===== config.mk =====
export PLATFORM = sky130hd
export DESIGN_NAME = redmule_tcdm_scheduler
export DESIGN_NICKNAME = d
export VERILOG_FILES = /design/src/rtl/redmule_tcdm_scheduler.sv
export SDC_FILE = /design/constraint.sdc
export NUM_CORES = 1
export LEC_CHECK = 0
export CAP_MARGIN = 25
export CORE_MARGIN = 3
export CORE_UTILIZATION = 45
export CTS_BUF_LIST = sky130_fd_sc_hd__clkbuf_8
export DETAILED_ROUTE_END_ITERATION = 16
export GPL_ROUTABILITY_DRIVEN = 1
export GPL_TIMING_DRIVEN = 1
export PLACE_DENSITY = 0.84
export REMOVE_ABC_BUFFERS = 1
export SLEW_MARGIN = 20
export SYNTH_ARGS = -nofsm -noshare
export SYNTH_HDL_FRONTEND = slang
export SYNTH_SLANG_ARGS = --single-unit
export TNS_END_PERCENT = 5

===== constraint.sdc =====
create_clock -name clk_i -period 3.2 [get_ports clk_i]
set_clock_uncertainty 0.2 [all_clocks]
set_input_delay 0.48 -clock clk_i [delete_from_list [all_inputs] [get_ports clk_i]]
set_output_delay 0.48 -clock clk_i [all_outputs]
set_load 0.02 [all_outputs]

===== src/rtl/redmule_tcdm_scheduler.sv =====
// Shares one TCDM port among the X/W/Y load streams and the Z store stream, and routes in-order load responses back.
// Defining REDMULE_SCHED_STATS_EN adds per-requester grant counters and a stall counter.
module redmule_tcdm_scheduler #(
   parameter int NREQ            = 4,
   parameter int BURST_LEN       = 8,
   parameter int MAX_OUTSTANDING = 4
) (
   input  logic                    clk_i,
   input  logic                    rst_ni,
   input  logic                    clear_i,
   input  logic                    enable_i,
   input  logic [NREQ-1:0]         req_i,
   input  logic [NREQ-1:0]         wen_i,
   output logic [NREQ-1:0]         gnt_o,
   output logic [NREQ-1:0]         rvalid_o,
   output logic [$clog2(NREQ)-1:0] sel_o,
   output logic                    tcdm_req_o,
   output logic                    tcdm_wen_o,
   input  logic                    tcdm_gnt_i,
   input  logic                    tcdm_r_valid_i,
   output logic                    busy_o,
   output logic                    err_o,
`ifdef REDMULE_SCHED_STATS_EN
   output logic [NREQ*32-1:0]      grant_cnt_o,
   output logic [31:0]             stall_cnt_o,
`endif
   output logic                    dbg_state_o
);

   localparam int SEL_W  = $clog2(NREQ);
   localparam int PTR_W  = $clog2(MAX_OUTSTANDING);
   localparam int CNT_W  = $clog2(MAX_OUTSTANDING + 1);
   localparam int BCNT_W = $clog2(BURST_LEN + 1);
   localparam logic [SEL_W-1:0] LAST_RST = SEL_W'(NREQ - 1);

   typedef enum logic {IDLE, LOCKED} state_e;

   state_e             state_q, state_d;
   logic [SEL_W-1:0]   owner_q, owner_d, last_owner_q, last_owner_d;
   logic [BCNT_W-1:0]  burst_cnt_q, burst_cnt_d;
   logic [SEL_W-1:0]   fifo_mem_q [MAX_OUTSTANDING];
   logic [SEL_W-1:0]   fifo_mem_d [MAX_OUTSTANDING];
   logic [PTR_W-1:0]   wr_ptr_q, wr_ptr_d, rd_ptr_q, rd_ptr_d;
   logic [CNT_W-1:0]   fifo_cnt_q, fifo_cnt_d;
   logic               err_q, err_d;

   logic [SEL_W-1:0]   winner, cand, sel;
   logic               load_block, hs, push, pop;

   // Round-robin: the candidate closest after last_owner wins, so scan from farthest to nearest.
   always_comb begin
      winner = last_owner_q;
      cand   = last_owner_q;
      for (int k = NREQ; k >= 1; k--) begin
         cand = SEL_W'((int'(last_owner_q) + k) % NREQ);
         if (req_i[cand]) winner = cand;
      end
   end

   // TCDM handshake: a transfer happens in the cycle where tcdm_req_o and tcdm_gnt_i are both high;
   // the granted requester sees gnt_o in that same cycle and must hold req_i until then.
   always_comb begin
      sel        = (state_q == LOCKED) ? owner_q : winner;
      load_block = wen_i[sel] & (fifo_cnt_q == CNT_W'(MAX_OUTSTANDING));
      tcdm_req_o = req_i[sel] & enable_i & ~load_block;
      tcdm_wen_o = tcdm_req_o ? wen_i[sel] : 1'b1;
      hs         = tcdm_req_o & tcdm_gnt_i;
      push       = hs & tcdm_wen_o;
      pop        = tcdm_r_valid_i & (fifo_cnt_q != '0);
      gnt_o      = '0;
      rvalid_o   = '0;
      if (hs)  gnt_o[sel] = 1'b1;
      if (pop) rvalid_o[fifo_mem_q[rd_ptr_q]] = 1'b1;
   end

   always_comb begin
      state_d      = state_q;
      owner_d      = owner_q;
      last_owner_d = last_owner_q;
      burst_cnt_d  = burst_cnt_q;
      if (enable_i) begin
         case (state_q)
            IDLE: begin
               if (hs) begin
                  last_owner_d = sel;
                  if (BURST_LEN > 1) begin
                     state_d     = LOCKED;
                     owner_d     = sel;
                     burst_cnt_d = BCNT_W'(1);
                  end
               end
            end
            LOCKED: begin
               if (!req_i[owner_q]) begin
                  state_d     = IDLE;
                  burst_cnt_d = '0;
               end else if (hs) begin
                  if (burst_cnt_q == BCNT_W'(BURST_LEN - 1)) begin
                     state_d     = IDLE;
                     burst_cnt_d = '0;
                  end else begin
                     burst_cnt_d = burst_cnt_q + BCNT_W'(1);
                  end
               end
            end
            default: state_d = IDLE;
         endcase
      end
      if (clear_i) begin
         state_d      = IDLE;
         owner_d      = '0;
         last_owner_d = LAST_RST;
         burst_cnt_d  = '0;
      end
   end

   // Responses are popped even while disabled; an unmatched response only raises err.
   always_comb begin
      fifo_mem_d = fifo_mem_q;
      wr_ptr_d   = wr_ptr_q;
      rd_ptr_d   = rd_ptr_q;
      fifo_cnt_d = fifo_cnt_q;
      err_d      = err_q;
      if (push) begin
         fifo_mem_d[wr_ptr_q] = sel;
         wr_ptr_d             = wr_ptr_q + PTR_W'(1);
      end
      if (pop) rd_ptr_d = rd_ptr_q + PTR_W'(1);
      if (push && !pop) fifo_cnt_d = fifo_cnt_q + CNT_W'(1);
      if (!push && pop) fifo_cnt_d = fifo_cnt_q - CNT_W'(1);
      if (tcdm_r_valid_i && (fifo_cnt_q == '0)) err_d = 1'b1;
      if (clear_i) begin
         wr_ptr_d   = '0;
         rd_ptr_d   = '0;
         fifo_cnt_d = '0;
         err_d      = 1'b0;
      end
   end

   always_ff @(posedge clk_i or negedge rst_ni) begin
      if (!rst_ni) begin
         state_q      <= IDLE;
         owner_q      <= '0;
         last_owner_q <= LAST_RST;
         burst_cnt_q  <= '0;
         wr_ptr_q     <= '0;
         rd_ptr_q     <= '0;
         fifo_cnt_q   <= '0;
         err_q        <= 1'b0;
         for (int i = 0; i < MAX_OUTSTANDING; i++) fifo_mem_q[i] <= '0;
      end else begin
         state_q      <= state_d;
         owner_q      <= owner_d;
         last_owner_q <= last_owner_d;
         burst_cnt_q  <= burst_cnt_d;
         wr_ptr_q     <= wr_ptr_d;
         rd_ptr_q     <= rd_ptr_d;
         fifo_cnt_q   <= fifo_cnt_d;
         err_q        <= err_d;
         fifo_mem_q   <= fifo_mem_d;
      end
   end

   assign sel_o       = sel;
   assign busy_o      = (state_q == LOCKED) | (fifo_cnt_q != '0);
   assign err_o       = err_q;
   assign dbg_state_o = (state_q == LOCKED);

`ifdef REDMULE_SCHED_STATS_EN
   logic [31:0] grant_cnt_q [NREQ];
   logic [31:0] grant_cnt_d [NREQ];
   logic [31:0] stall_cnt_q, stall_cnt_d;

   always_comb begin
      grant_cnt_d = grant_cnt_q;
      stall_cnt_d = stall_cnt_q;
      if (enable_i) begin
         if (hs) grant_cnt_d[sel] = grant_cnt_q[sel] + 32'd1;
         if (req_i[sel] && !tcdm_req_o) stall_cnt_d = stall_cnt_q + 32'd1;
      end
      if (clear_i) begin
         for (int i = 0; i < NREQ; i++) grant_cnt_d[i] = '0;
         stall_cnt_d = '0;
      end
   end

   always_ff @(posedge clk_i or negedge rst_ni) begin
      if (!rst_ni) begin
         for (int i = 0; i < NREQ; i++) grant_cnt_q[i] <= '0;
         stall_cnt_q <= '0;
      end else begin
         grant_cnt_q <= grant_cnt_d;
         stall_cnt_q <= stall_cnt_d;
      end
   end

   always_comb begin
      grant_cnt_o = '0;
      for (int i = 0; i < NREQ; i++) grant_cnt_o[i*32 +: 32] = grant_cnt_q[i];
   end
   assign stall_cnt_o = stall_cnt_q;
`endif

endmodule


==> flow_summary.json <==
{
  "ys_warn_count": 0,
  "tritoncts": "yes",
  "layout.nets": 239,
  "syn_area_per_cell_um2": 10.0,
  "die_area_um2": 4430,
  "cpPeakStageDelay_ps": 590,
  "wirelength_mm": 4.14,
  "root_buffer": "clkbuf_8",
  "wl_per_cell_um": 15.7,
  "drtIter0Drc": 71,
  "grt_pass1_wl_mm": 6.89,
  "dr.pass1.iters": 4,
  "path_delay_family": "compound AO/OA/AOI/OAI gates",
  "grt-busiest-layer": "met2",
  "grt_max_degree": 26,
  "crit_path_end_kind": "output pin",
  "cp-start-kind": "flip-flop",
  "regArea_um2": 628,
  "relSlewSlack_pct": 52.8,
  "tightest_slew_ps": 706,
  "crit_buf_inv": 4,
  "netlist_instances": 165,
  "vias": 1432,
  "antenna_found_initial": 0,
  "required_ps": 2520,
  "syn_area_um2": 1650,
  "period_minus_slack_ps": 3420,
  "synthTopCellsByArea": "dfrtp_1 35%, mux2i_1 6.1%, mux2_2 5.5%",
  "chipWidth_um": 66.6,
  "timing.fmax_mhz": 293,
  "yosysTopAreaCell": "dfrtp_1",
  "worst-setup-path-type": "reg2out",
  "clk_path_buf_depth": 2,
  "first_global_vias": 1513,
  "status": "finished with violations",
  "failed_checks": "negative setup slack",
  "synth_top_area_share_pct": 34.8,
  "timing_hold_violations_final": 0,
  "die_h_um": 66.6,
  "numCtsBuffers": 3,
  "fin_cells": 264,
  "drive_above_1_share_pct": 34.4,
  "multi_input_comb_area_um2": 1020,
  "rows": 21,
  "fin_crit_sh_pct": 107,
  "ant_nets": 0,
  "grt.met2_usage_pct": 38.4,
  "cp.arrival_ps": 2740,
  "cts_sinks": 25,
  "slowest_stage": "dfstp_2",
  "clock_latency_ps": 270,
  "syn_to_final_growth_pct": 38.2,
  "fillers": 265,
  "finalSetupViolations": 5,
  "gp_congestion": 0.858,
  "htreeDepth": 1,
  "io_buffer_count": 28,
  "setup_slack_ps": -216,
  "slew_violations": 0,
  "core_um2": 3440,
  "grtUsageMet3_pct": 4.38,
  "worstHoldPathType": "reg2reg",
  "cp_common_cell": "buf_6",
  "ys_seq_elements": 25,
  "vias_per_cell": 5.42,
  "p_total_mw": 1.30,
  "leakage_nw": 1.07,
  "worstPathCellList": "buf_6, o22ai_1, nor2b_1, o32a_1, buf_4, mux2_4, a211oi_4, buf_6, and3_1, buf_6",
  "clkTransAtPathRegs_ps": 80,
  "post-dp-hpwl_mm": 2.89,
  "grtUsageMet1_pct": 23.7,
  "route.detailed.drc": 0,
  "ios": 29,
  "timing.max_cap.violations": 0,
  "crit_fanout": 5,
  "cts_hold_buffers": 0,
  "yosysSeqAreaShare_pct": 38.0,
  "synthArstFlopShare_pct": 100,
  "power_density_nw_per_um2": 571,
  "ir_drop_v": 0.000373,
  "gr-total-overflow": 0,
  "synthFlopType": "dfrtp_1",
  "setup_tns_ps": -949,
  "synthDistinctLibCells": 42,
  "synth_edf_count": 0,
  "gr-usage-all-layers_pct": 20.4,
  "rsz0062_at_grt": "yes",
  "start_util_pct": 48.0,
  "diodes": 0,
  "dp.cells": 252
}
state kept, by name, indices dropped and copies added (netlist names):
register      flops
wr_ptr_q          2
err_o             1
last_owner_q      2
burst_cnt_q       4
owner_q           2
dbg_state_o       1
fifo_cnt_q        3
rd_ptr_q          2
fifo_mem_q        8
worst register-to-register path: stages, from the launching register on:
cell and delay, ps:
dfstp_2 590, buf_6 130, o22ai_1 70, nor2b_1 150, o32a_1 380, buf_6 150, mux2i_4 220, buf_6 140
and4_4 220, nor2_2 40, fa_2 360, and2_4 150, mux2i_4 150, mux2_4 310
metrics by stage:
| stage | util, % | instance area (µm²) | hold slack [ps] | worst slack, ps |
|---|---|---|---|---|
| after floorplan | - | 1610 | -15.6 | -530 |
| after global placement | 60.9 | 2090 | 275 | -799 |
| after detailed placement | 60.9 | 2090 | 298 | -961 |
| after CTS | 64.5 | 2220 | 319 | -180 |
| after global routing | 66.3 | 2280 | 340 | -276 |
| final | 66.3 | 2280 | 313 | -216 |
cells in the mapped netlist (3+ instances only):
cell type,number
o21ai_0,3
and3_1,4
a21oi_1,4
nor2b_1,5
mux4_2,3
nor3_1,5
mux2i_1,10
inv_1,8
mux2_2,8
ha_1,5
clkbuf_1,4
nand2_1,16
nand2b_1,5
dfrtp_1,23
nor3b_1,4
nor2_1,23
cell families (layout without fill, tap and decap cells):
group / Yosys count / count (layout) / share of synthesized area (%)
compound gates: 21 / 21 / 10.1
flops: 25 / 25 / 38.0
xor+xnor: 4 / 4 / 2.58
fa+ha+maj: 6 / 6 / 5.00
buf+inv: 15 / 68 / 4.55
mux: 25 / 25 / 19.5
simple gates: 69 / 69 / 20.3
timing repair:
action | in CTS | in global routing
setup endpoints to repair | 18 | 9
pin swaps | 8 | 6
gates resized for setup | 46 | 14
endpoints found under the hold margin | 0 | 0
buffers inserted | 6 | 2
layer usage:
layer	wire length (µm)	vias up
met4	48	0
met5	0	-
li1	-	676
met3	183	7
met2	2170	37
met1	1740	712
layout by cell type, fill, tap and decap left out, drive strengths merged, types with 8 or more instances in the layout:
cell type and instances:
buf 33, dfrtp 23, mux2 11, clkdlybuf4s50 17, inv 8, nand2 16
mux2i 11, nor2 23
final timing paths:
check / startpoint / to / slack, ps / cells past startpoint
max: last_owner_q[1]$_DFFE_PN1P_ / gnt_o[3] / -220 / 10
min: fifo_mem_q[4]$_DFFE_PN0P_ / fifo_mem_q[4]$_DFFE_PN0P_ / 310 / 1
max reg2reg: last_owner_q[1]$_DFFE_PN1P_ / fifo_cnt_q[2]$_DFFE_PN0P_ / -170 / 13
min reg2reg: fifo_mem_q[4]$_DFFE_PN0P_ / fifo_mem_q[4]$_DFFE_PN0P_ / 310 / 1
max in group asynchronous: rst_ni / last_owner_q[0]$_DFFE_PN1P_ / 2130 / 2
min in group asynchronous: rst_ni / err_o$_DFFE_PN0P_ / 380 / 2
where the power goes:
part	switching (mW)	internal (mW)
Combinational	0.333	0.356
Sequential	0.0582	0.369
Clock	0.0986	0.0872
Total	0.490	0.813
final cells by class:
cell class              instances  share of cell area [%]
multi-input cells             125                    44.8
inverters                       8                    1.32
clock inverters                 1                   0.219
repair buffers                 56                    21.8
clock buffers                   3                    1.81
flip-flops and latches         25                    27.5
well taps                      46                    2.52
Note: power is estimated with default switching activity, not from simulation.
